[config.mk]
export PLATFORM = sky130hd
export DESIGN_NAME = puzzle_move_sequencer
export DESIGN_NICKNAME = d
export VERILOG_FILES = /design/src/rtl/puzzle_move_sequencer_pkg.sv /design/src/rtl/puzzle_solution_ram.sv /design/src/rtl/puzzle_move_sequencer.sv
export SDC_FILE = /design/constraint.sdc
export NUM_CORES = 2
export LEC_CHECK = 0
export CORE_MARGIN = 2
export CORE_UTILIZATION = 43
export DETAILED_ROUTE_END_ITERATION = 10
export PLACE_DENSITY = 0.55
export SYNTH_ARGS = -nofsm -noshare
export SYNTH_HDL_FRONTEND = slang
export SYNTH_SLANG_ARGS = --single-unit
[constraint.sdc]
create_clock -name clk -period 10.42 [get_ports clk]
set_input_delay 2.084 -clock clk [delete_from_list [all_inputs] [get_ports clk]]
set_output_delay 2.084 -clock clk [all_outputs]
set_load 0.01 [all_outputs]
[src/rtl/puzzle_move_sequencer_pkg.sv]
// Shared definitions for the puzzle move sequencer: move codes, FSM states, word layout helper.
// Latency: n/a (constants and a pure function only).
// Backpressure: n/a.
package puzzle_move_sequencer_pkg;

  // Blank-tile move codes; the inverse of any move is its bitwise NOT.
  localparam logic [1:0] MV_UP    = 2'b11;
  localparam logic [1:0] MV_DOWN  = 2'b00;
  localparam logic [1:0] MV_LEFT  = 2'b10;
  localparam logic [1:0] MV_RIGHT = 2'b01;

  // Sequencer states, kept as plain constants so older tools and scripts can read them.
  typedef logic [1:0] state_t;
  localparam state_t ST_IDLE = 2'd0;
  localparam state_t ST_LOAD = 2'd1;
  localparam state_t ST_PLAY = 2'd2;
  localparam state_t ST_FIN  = 2'd3;

  // Bit offset of move slot idx inside a solution word; move0 sits just below the count field.
  function automatic int move_lsb(input int idx, input int max_moves);
    return 2 * (max_moves - 1 - idx);
  endfunction

endpackage

[src/rtl/puzzle_solution_ram.sv]
// Solution word store: one synchronous write port, one registered read port, no reset.
// Latency: read data appears the cycle after raddr is presented.
// Backpressure: none; out-of-range writes are dropped and out-of-range reads hold the last data.
module puzzle_solution_ram #(
  parameter int NUM_PATTERNS = 60,
  parameter int ADDR_W       = 6,
  parameter int WORD_W       = 45
) (
  input  logic              clk,
  input  logic              we,
  input  logic [ADDR_W-1:0] waddr,
  input  logic [WORD_W-1:0] wdata,
  input  logic [ADDR_W-1:0] raddr,
  output logic [WORD_W-1:0] rdata
);

  logic [WORD_W-1:0] mem [NUM_PATTERNS];
  logic [WORD_W-1:0] rdata_q;

  // Storage write and registered read; the read sees the pre-write contents on a same-address collision.
  always_ff @(posedge clk) begin
    if (we && (int'(waddr) < NUM_PATTERNS)) begin
      mem[waddr] <= wdata;
    end
    if (int'(raddr) < NUM_PATTERNS) begin
      rdata_q <= mem[raddr];
    end
  end

  assign rdata = rdata_q;

endmodule

[src/rtl/puzzle_move_sequencer.sv]
// Streams a stored pattern's blank-tile moves (forward, or inverted in reverse order) and tracks the blank.
// Latency: start at edge 0, word latched in LOAD (cycle 1), first m_valid in cycle 2, then one move per cycle.
// Backpressure: m_valid/m_move/m_last hold while m_ready=0; a move that would leave the grid aborts with err.
module puzzle_move_sequencer
  import puzzle_move_sequencer_pkg::*;
#(
  parameter int NUM_PATTERNS = 60,
  parameter int MAX_MOVES    = 20,
  parameter int CNT_W        = 5,
  parameter int ADDR_W       = 6,
  parameter int ROWS         = 3,
  parameter int COLS         = 3,
  parameter int POS_W        = 2
) (
  input  logic                         clk,
  input  logic                         rst,
  input  logic                         we,
  input  logic [ADDR_W-1:0]            waddr,
  input  logic [CNT_W+2*MAX_MOVES-1:0] wdata,
  input  logic                         start,
  input  logic [ADDR_W-1:0]            pattern,
  input  logic                         reverse,
  input  logic [POS_W-1:0]             start_row,
  input  logic [POS_W-1:0]             start_col,
  output logic                         m_valid,
  input  logic                         m_ready,
  output logic [1:0]                   m_move,
  output logic                         m_last,
  output logic [POS_W-1:0]             blank_row,
  output logic [POS_W-1:0]             blank_col,
  output logic                         busy,
  output logic                         done,
  output logic                         err
);

  localparam int WORD_W = CNT_W + 2 * MAX_MOVES;

  state_t            state_q, state_d;
  logic [WORD_W-1:0] word_q, word_d;
  logic              rev_q, rev_d;
  logic [CNT_W-1:0]  idx_q, idx_d;
  logic [CNT_W-1:0]  cnt_q, cnt_d;
  logic [POS_W-1:0]  row_q, row_d;
  logic [POS_W-1:0]  col_q, col_d;
  logic              last_q, last_d;
  logic              done_q, done_d;
  logic              err_q, err_d;
  logic              busy_q, busy_d;

  logic [WORD_W-1:0] ram_rdata;
  logic [CNT_W-1:0]  cnt_raw;
  logic [CNT_W-1:0]  cnt_eff;
  logic [1:0]        cur_move;
  logic              move_ok;
  logic              in_play;

  // The read address follows the pattern input so the word is ready while the FSM sits in LOAD.
  puzzle_solution_ram #(
    .NUM_PATTERNS (NUM_PATTERNS),
    .ADDR_W       (ADDR_W),
    .WORD_W       (WORD_W)
  ) u_ram (
    .clk   (clk),
    .we    (we),
    .waddr (waddr),
    .wdata (wdata),
    .raddr (pattern),
    .rdata (ram_rdata)
  );

  // An oversized count only means "use every slot"; it is clamped rather than flagged.
  assign cnt_raw = ram_rdata[WORD_W-1 -: CNT_W];
  assign cnt_eff = (int'(cnt_raw) > MAX_MOVES) ? CNT_W'(MAX_MOVES) : cnt_raw;

  // Reverse playback presents the inverse move, which is the bitwise NOT of the stored code.
  assign cur_move = 2'(word_q >> move_lsb(int'(idx_q), MAX_MOVES)) ^ {2{rev_q}};
  assign in_play  = (state_q == ST_PLAY);

  // Grid-edge legality of the move about to be presented, judged from the current blank position.
  always_comb begin
    move_ok = 1'b0;
    case (cur_move)
      MV_UP:    move_ok = (int'(row_q) > 0);
      MV_DOWN:  move_ok = (int'(row_q) < ROWS - 1);
      MV_LEFT:  move_ok = (int'(col_q) > 0);
      MV_RIGHT: move_ok = (int'(col_q) < COLS - 1);
      default:  move_ok = 1'b0;
    endcase
  end

  // Sequencer next state: start/latch, load the word, step moves on handshakes, finish or abort.
  always_comb begin
    state_d = state_q;
    word_d  = word_q;
    rev_d   = rev_q;
    idx_d   = idx_q;
    cnt_d   = cnt_q;
    row_d   = row_q;
    col_d   = col_q;
    err_d   = 1'b0;
    case (state_q)
      ST_IDLE: begin
        if (start) begin
          if (int'(pattern) < NUM_PATTERNS) begin
            state_d = ST_LOAD;
            rev_d   = reverse;
            row_d   = start_row;
            col_d   = start_col;
          end else begin
            err_d = 1'b1;
          end
        end
      end
      ST_LOAD: begin
        word_d  = ram_rdata;
        cnt_d   = cnt_eff;
        idx_d   = rev_q ? (cnt_eff - CNT_W'(1)) : '0;
        state_d = (cnt_eff == '0) ? ST_FIN : ST_PLAY;
      end
      ST_PLAY: begin
        if (!move_ok) begin
          state_d = ST_IDLE;
          err_d   = 1'b1;
        end else if (m_ready) begin
          case (cur_move)
            MV_UP:    row_d = row_q - POS_W'(1);
            MV_DOWN:  row_d = row_q + POS_W'(1);
            MV_LEFT:  col_d = col_q - POS_W'(1);
            default:  col_d = col_q + POS_W'(1);
          endcase
          idx_d = rev_q ? (idx_q - CNT_W'(1)) : (idx_q + CNT_W'(1));
          cnt_d = cnt_q - CNT_W'(1);
          if (cnt_q == CNT_W'(1)) begin
            state_d = ST_FIN;
          end
        end
      end
      ST_FIN: begin
        state_d = ST_IDLE;
      end
      default: begin
        state_d = ST_IDLE;
      end
    endcase
    last_d = (state_d == ST_PLAY) && (cnt_d == CNT_W'(1));
    done_d = (state_d == ST_FIN);
    busy_d = (state_d != ST_IDLE);
  end

  // State registers; reset drops any playback in progress without a done or err pulse.
  always_ff @(posedge clk or posedge rst) begin
    if (rst) begin
      state_q <= ST_IDLE;
      word_q  <= '0;
      rev_q   <= 1'b0;
      idx_q   <= '0;
      cnt_q   <= '0;
      row_q   <= '0;
      col_q   <= '0;
      last_q  <= 1'b0;
      done_q  <= 1'b0;
      err_q   <= 1'b0;
      busy_q  <= 1'b0;
    end else begin
      state_q <= state_d;
      word_q  <= word_d;
      rev_q   <= rev_d;
      idx_q   <= idx_d;
      cnt_q   <= cnt_d;
      row_q   <= row_d;
      col_q   <= col_d;
      last_q  <= last_d;
      done_q  <= done_d;
      err_q   <= err_d;
      busy_q  <= busy_d;
    end
  end

  assign m_valid   = in_play && move_ok;
  assign m_move    = in_play ? cur_move : 2'b00;
  assign m_last    = last_q;
  assign blank_row = row_q;
  assign blank_col = col_q;
  assign busy      = busy_q;
  assign done      = done_q;
  assign err       = err_q;

endmodule
# Yosys cells after proc, flatten, opt, wreduce, memory -nomap -nowiden

Memories as Yosys holds them, arrays and structs flattened. A register that Yosys moved wholly into a read port is not among the register bits.
Cells that the tools add are included.

Memories: 1
Output and inout bits: 11
Word-level logic and storage cells: 96
Bits in registers: 66
RAM bits: 2,700

Equality and inequality tests: 16
Shift-type cells: 1
Bitwise logic cells: 1
Reductions and logical operators: 14
Muxes and demuxes: 36
$add $sub $neg: 9
Magnitude comparators: 7

Memories:

| memory    | depth | width | rd ports | clocked after Yosys merged registers in | wr ports | line                      | text |
|---|---|---|---|---|---|---|---|
| u_ram.mem | 60    | 45    | 1        | 1                                       | 1        | puzzle_solution_ram.sv:17 | `logic [WORD_W-1:0] mem [NUM_PATTERNS];` |

Operators with widths:

| cell                | number |
|---|---|
| $shr 45x32->2       | 1 |
| $mux 5              | 7 |
| $mux 2              | 14 |
| $pmux 5 s2          | 2 |
| $pmux 2 s2          | 4 |
| $sub 5x1->5 const B | 3 |
| $eq 2x2->1 const B  | 6 |
| $lt 6x6->1 const B  | 2 |
| $reduce_and 6->1    | 2 |
| $eq 5x1->1 const B  | 2 |
| $ne 2x2->1 const B  | 5 |
| $pmux 2 s4          | 1 |
| $mux 1              | 6 |
| $reduce_and 3->1    | 2 |
| $reduce_bool 2->1   | 3 |
| $sub 5x5->6 const A | 1 |
| $add 5x1->5 const B | 1 |
| $gt 5x5->1 const B  | 1 |
| $logic_not 5->1     | 1 |
| $add 2x1->2 const B | 2 |
| $eq 2x1->1 const B  | 2 |
| $gt 2x1->1 const B  | 2 |
| $logic_not 2->1     | 2 |
| $lt 2x2->1 const B  | 2 |
| other kinds (7)     | 10 |

# Longest topological paths before layout

Depth after elaboration: 9
Mapped depth: 17

# Cells and area by module

A second synthesis with hierarchy kept.

Cells, all modules: 4,807
Area, all modules: 107,479.3 µm²

Modules (own cells, without submodules):

| module                | area an instance (µm²) | instances | cells an instance |
|---|---|---|---|
| puzzle_solution_ram   | 103,769.5              | 1         | 4,482 |
| puzzle_move_sequencer | 3,709.8                | 1         | 325 |

# Least setup slack after synthesis

Ideal clock, no wire load.

Path type: in2reg
From: input waddr[3]
To: memory u_ram.mem[10][0], enable pin
Setup slack: 5,163 ps
Cell stages on the path: 4
Data arrival time: 4,809 ps
Cells stage by stage: clkbuf_1 or3b_2 clkbuf_1 nor2_1

Cells in the longest elaborated chain, start to end: 4

Ends and longest elaborated chain:

| what                         | line                        | text |
|---|---|---|
| start: declaration           | puzzle_move_sequencer.sv:18 | `input logic [ADDR_W-1:0] waddr,` |
| $lt 6x6->1                   | puzzle_solution_ram.sv:22   | `if (we && (int'(waddr) < NUM_PATTERNS)) begin` |
| $logic_and 1x1->1            | puzzle_solution_ram.sv:22   |  |
| $mux 1                       | puzzle_solution_ram.sv:22   |  |
| $mux 1 (not written as such) | puzzle_solution_ram.sv:23   | `mem[waddr] <= wdata;` |
| end: declaration             | puzzle_solution_ram.sv:17   |  |

Parallel ways exist; a longest one is shown, timed or not.

# Worst setup path after layout

From: register idx_q[0]
To: output m_valid

Cells in the longest elaborated chain, start to end: 6
Elaborated cells between the ends (all ways): 9
Classes of those cells: add/sub (1); eq/ne (3); shift (1); mux (1); bitwise (1); reduce/logical (2)

Ends and longest elaborated chain:

| what                                     | line                            | text |
|---|---|---|
| start: declaration                       | puzzle_move_sequencer.sv:41     | `logic [CNT_W-1:0] idx_q, idx_d;` |
| start signal: assignment                 | puzzle_move_sequencer.sv:168    | `idx_q <= idx_d;` |
| $sub 5x5->6 *                            | puzzle_move_sequencer_pkg.sv:21 | `return 2 * (max_moves - 1 - idx);` |
| $shr 45x32->2 *                          | puzzle_move_sequencer.sv:76     | `assign cur_move = 2'(word_q >> move_lsb(int'(idx_q), MAX_MOVES)) ^ {2{rev_q}};` |
| $xor 2x2->2 *                            | puzzle_move_sequencer.sv:76     |  |
| $eq 2x1->1, or another cell as far along | puzzle_move_sequencer.sv:82     | `case (cur_move)` |
| $pmux 1 s4 *                             | puzzle_move_sequencer.sv:82     |  |
| $logic_and 1x1->1 *                      | puzzle_move_sequencer.sv:179    | `assign m_valid = in_play && move_ok;` |
| end: declaration                         | puzzle_move_sequencer.sv:25     | `output logic m_valid,` |

Mark *: on every way between the ends. The rest lies on a longest branch, timed or not.

==> results.txt <==
Largest net degree at the start of global routing - 112
Critical path arrival - 5510 ps
Final antenna-violating net count - 0
Register bit total from synthesis - 2811
First-pass GRT wire length - 403 mm
Routed length on met2 - 138 mm
Number of flops mapped to enable cells by yosys - 2745
Nature of the critical path startpoint - register
Number of hold-slack violations in the final timing report - 0
Post-synthesis async set-or-reset flop share - 2.35%
Series of cell instances along the critical path - mux4_2, a311oi_1, nor4b_1, o32ai_1, xnor2_1, inv_1, ha_1, nor3b_1, a31oi_1, nand2_1, inv_1, clkdlybuf4s50_1
Drt total wl - 286 mm
Sort of element at the end of the critical path - output pin
TNS Setup - 0 ps
Syn Inst Count - 4669
Wire length per cell - 33.5 um
Period Utilization, post-route - 72.9%
Count of TritonRoute iterations in the first routing pass - 5
Maximum single-stage delay on the critical path - 830 ps
Rel. slew slack - 12.2%
Buffer count from post-CTS setup fixing - 0
Hold bufs inserted after CTS - 0
Number of clock sinks - 2811
Required time at the worst-slack endpoint - 8340 ps
Clock Tree Root - sky130_fd_sc_hd__clkbuf_16
Die Span X - 505 um
Fill cells - 20100
Switching component of the power - 5.57 mW
Std cell rows - 184
Worst ir drop on vdd - 0.174 mV
Reported max-cap violation count - 0
Post-Route Skew - 55.5 ps
Switching Fraction - 22.3%
Fraction of power consumed by the clock network - 40.9%
Inst Count DP - 7993
Syn. warnings - 0
Number of buffers created by CTS - 312
Met3 wirelength from detailed routing - 18.5 mm
Count of input and output buffers - 77
CTS tree - yes
Worst path buffer plus inverter count - 3
Tightest Pin Transition - 1310 ps
Final weighted congestion in routability-driven placement - 0.794
Kind of critical path - reg -> out
Seq pwr share - 51.4%
Vias per inst - 5.97
Detailed-route via count - 50900
Buffers from clock root to sink, at most - 4
Synth-to-layout area growth - 13.4%
F_max - 132 MHz
Number of global-route vias before repair - 52300
Clock slew at reported path FFs - 60 ps
Mean instance size in the synthesized netlist - 23.1 um2
Number of H-tree levels - 5
Pins Over Slew Limit - 0
Share of layout cells above drive strength 1 - 28.6%
Area of the placeable core - 251000 um2
Fraction of power consumed by combinational cells - 7.7%
Flip-flop cell with the highest count after synthesis - sky130_fd_sc_hd__edfxtp_1
Total power divided by cell area - 204 nW/um2
Internal power - 19.4 mW
Final Instance Count excl. Fillers - 8529
Classification of the worst-slack hold path - reg -> reg
Post-synth net total - 4753
Hpwl dp - 157 mm
Gate family responsible for the most delay along the worst path - compound AO/OA/AOI/OAI gates
Unique masters post-synth - 60
Global Route Usage Sum - 22.4%
CP max FO - 16
Count of unresolved DRC violations after routing - 0
Fraction of the yosys area taken by sequential cells - 77.8%
Post_cts resized - 0
Highest Signal Layer - met5
Final net count - 5043
Met1 wire length - 123 mm
Count of endpoints failing setup in the final report - 0
Final global-route overflow total - 0
LEAKAGE - 38.4 nW
Post-synthesis instance area - 108000 um2
Initial antenna violation count - 16
Setup repair after global routing missed its margin - no
Run status - complete, no violations
Most used cell, CP - sky130_fd_sc_hd__inv_1
Die area - 255000 um2
Insertion delay of the later-clocked pin in the worst-skew pair - 940 ps
Critical Path Slowest Stage Cell - sky130_fd_sc_hd__dfrtp_1
Initial detailed-routing violation count - 6072
Initial core utilization - 43.1%
Number of primary I/O pins - 78
Clock period minus worst slack - 7590 ps
Overall die height - 505 um
[synth_stat cells, types with 2 or more instances]
library cell                   n  share of area, %
sky130_fd_sc_hd__edfxtp_1   2745                76
sky130_fd_sc_hd__mux4_2      736                15
sky130_fd_sc_hd__mux2i_1     168               1.6
sky130_fd_sc_hd__nor2_1      142              0.49
sky130_fd_sc_hd__mux2_2       85              0.89
sky130_fd_sc_hd__buf_2        82              0.38
sky130_fd_sc_hd__clkbuf_1     80              0.28
sky130_fd_sc_hd__a21oi_1      77              0.36
sky130_fd_sc_hd__nand2_1      68              0.24
sky130_fd_sc_hd__dfrtp_1      66               1.5
sky130_fd_sc_hd__o22ai_1      50              0.29
sky130_fd_sc_hd__o21ai_0      40              0.19
sky130_fd_sc_hd__buf_1        36              0.13
sky130_fd_sc_hd__buf_4        34              0.24
sky130_fd_sc_hd__o211ai_1     23              0.16
sky130_fd_sc_hd__inv_1        22             0.076
sky130_fd_sc_hd__nor2b_1      19              0.11
sky130_fd_sc_hd__a22oi_1      18              0.13
sky130_fd_sc_hd__nor3_1       18             0.083
sky130_fd_sc_hd__buf_6        17              0.18
sky130_fd_sc_hd__ha_1         16              0.19
sky130_fd_sc_hd__a221oi_1     14              0.11
sky130_fd_sc_hd__a31oi_1      11             0.064
sky130_fd_sc_hd__nor4_1       10             0.058
sky130_fd_sc_hd__nand3_1       8             0.037
sky130_fd_sc_hd__xnor2_1       8             0.065
sky130_fd_sc_hd__nand2b_1      7             0.041
sky130_fd_sc_hd__a2111oi_0     5             0.041
sky130_fd_sc_hd__nand4_1       5             0.029
sky130_fd_sc_hd__o31ai_1       5             0.035
sky130_fd_sc_hd__a211oi_1      4             0.028
sky130_fd_sc_hd__a221o_1       4             0.037
sky130_fd_sc_hd__nand3b_1      4             0.028
sky130_fd_sc_hd__a311o_1       3             0.028
sky130_fd_sc_hd__nor3b_1       3             0.021
sky130_fd_sc_hd__o2111ai_1     3             0.024
sky130_fd_sc_hd__o221ai_1      3             0.024
sky130_fd_sc_hd__o32ai_1       3             0.024
sky130_fd_sc_hd__or3_1         3             0.017
sky130_fd_sc_hd__a21o_1        2             0.014
sky130_fd_sc_hd__o21ai_1       2            0.0093
sky130_fd_sc_hd__xor2_1        2             0.016
[cell families (layout without fill, tap and decap cells)]
family,count (synthesis),after routing,share of synthesized area (%)
mux,989,989,17.8
other cells,0,5,0
xor+xnor,10,10,0.0811
compound gates,275,275,1.62
flops,2811,2811,77.8
fa+ha+maj,17,17,0.204
buf+inv,272,779,1.28
simple gates,295,295,1.21
[cell usage in the layout, fill, tap and decap left out, drive strengths merged, types with 18 or more instances in the layout]
master and count:
clkdlybuf4s50 31, clkbuf 385, edfxtp 2745, a22oi 18, mux2 85, nor2 142, o211ai 23, mux4 736
o21ai 42, o22ai 50, inv 28, mux2i 168, nor3 18, a21oi 77, nand2 68, buf 194
clkinv 121, nor2b 19, dfrtp 66
[worst register-to-register path: stages (launching register included)]
cell                       delay (ps)
sky130_fd_sc_hd__dfrtp_1          830
sky130_fd_sc_hd__mux4_2           610
sky130_fd_sc_hd__a311oi_1         270
sky130_fd_sc_hd__nor4b_1           80
sky130_fd_sc_hd__o32ai_1          500
sky130_fd_sc_hd__xnor2_1          340
sky130_fd_sc_hd__inv_1            170
sky130_fd_sc_hd__ha_1             260
sky130_fd_sc_hd__nor3b_1          160
sky130_fd_sc_hd__a31oi_1          560
sky130_fd_sc_hd__a31oi_1          180
sky130_fd_sc_hd__o22a_1           290
sky130_fd_sc_hd__inv_1            130
sky130_fd_sc_hd__nand3b_1          90
sky130_fd_sc_hd__nor3_1           270
[flip-flops by register name, summed over array words and instances (netlist names)]
| name | flops |
|---|---|
| u_ram.mem | 2700 |
| word_q | 45 |
| rev_q | 1 |
| m_last | 1 |
| blank_row | 2 |
| done | 1 |
| busy | 1 |
| idx_q | 5 |
| u_ram.rdata | 45 |
| err | 1 |
| cnt_q | 5 |
| state_q | 2 |
| blank_col | 2 |
[layer usage]
| layer | GRT usage [%] | up-vias |
|---|---|---|
| met3 | 3.95 | 402 |
| met4 | 5.29 | 4 |
| met5 | 0 | - |
| met1 | 32.4 | 28100 |
| met2 | 35.6 | 1853 |
| li1 | - | 20500 |
[path summary, 6_finish.rpt]
path                       slack (ps)            start  cells after the start         end
setup / recovery                 2830         idx_q[0]                     12     m_valid
hold / removal                    490  u_ram.rdata[26]                      1  word_q[26]
setup reg to reg                 5610         idx_q[0]                     14      m_last
hold reg to reg                   490  u_ram.rdata[26]                      1  word_q[26]
max in group asynchronous        8090              rst                      3  word_q[36]
min in group asynchronous        1700              rst                      3  state_q[0]
[final cells by class]
| class | instances | area [um2] | area share, % |
|---|---|---|---|
| inverters | 23 | 97.6 | 0.0796 |
| diodes | 5 | 12.5 | 0.0102 |
| clock buffers | 385 | 8180 | 6.67 |
| flip-flops and latches | 2811 | 84100 | 68.6 |
| well taps | 3348 | 4190 | 3.42 |
| multi-input cells | 1586 | 23100 | 18.8 |
| clock inverters | 146 | 1130 | 0.924 |
| repair buffers | 225 | 1810 | 1.48 |
[power groups by stage]
stage	Combinational (mW)	Clock, mW	Sequential, mW
final	1.93	10.2	12.8
after global routing	2.09	10.8	12.9
after CTS	1.95	10.4	12.8
after detailed placement	1.94	0	13.1
after global placement	1.92	0	13.1
after floorplan	1.31	0	12.9
[per-stage QoR]
step	setup slack (ps)	power (mW)	hold slack [ps]	utilization [%]	instance area (um2)
floorplan	5160	14.3	454	-	108000
detailed placement	3740	15.0	476	45.2	113000
global route	2340	25.8	492	48.9	123000
global placement	3770	15.0	467	45.2	113000
CTS	2720	25.2	489	48.9	123000
finish	2830	25.0	486	48.9	123000
(Power assumes the default switching activity.)
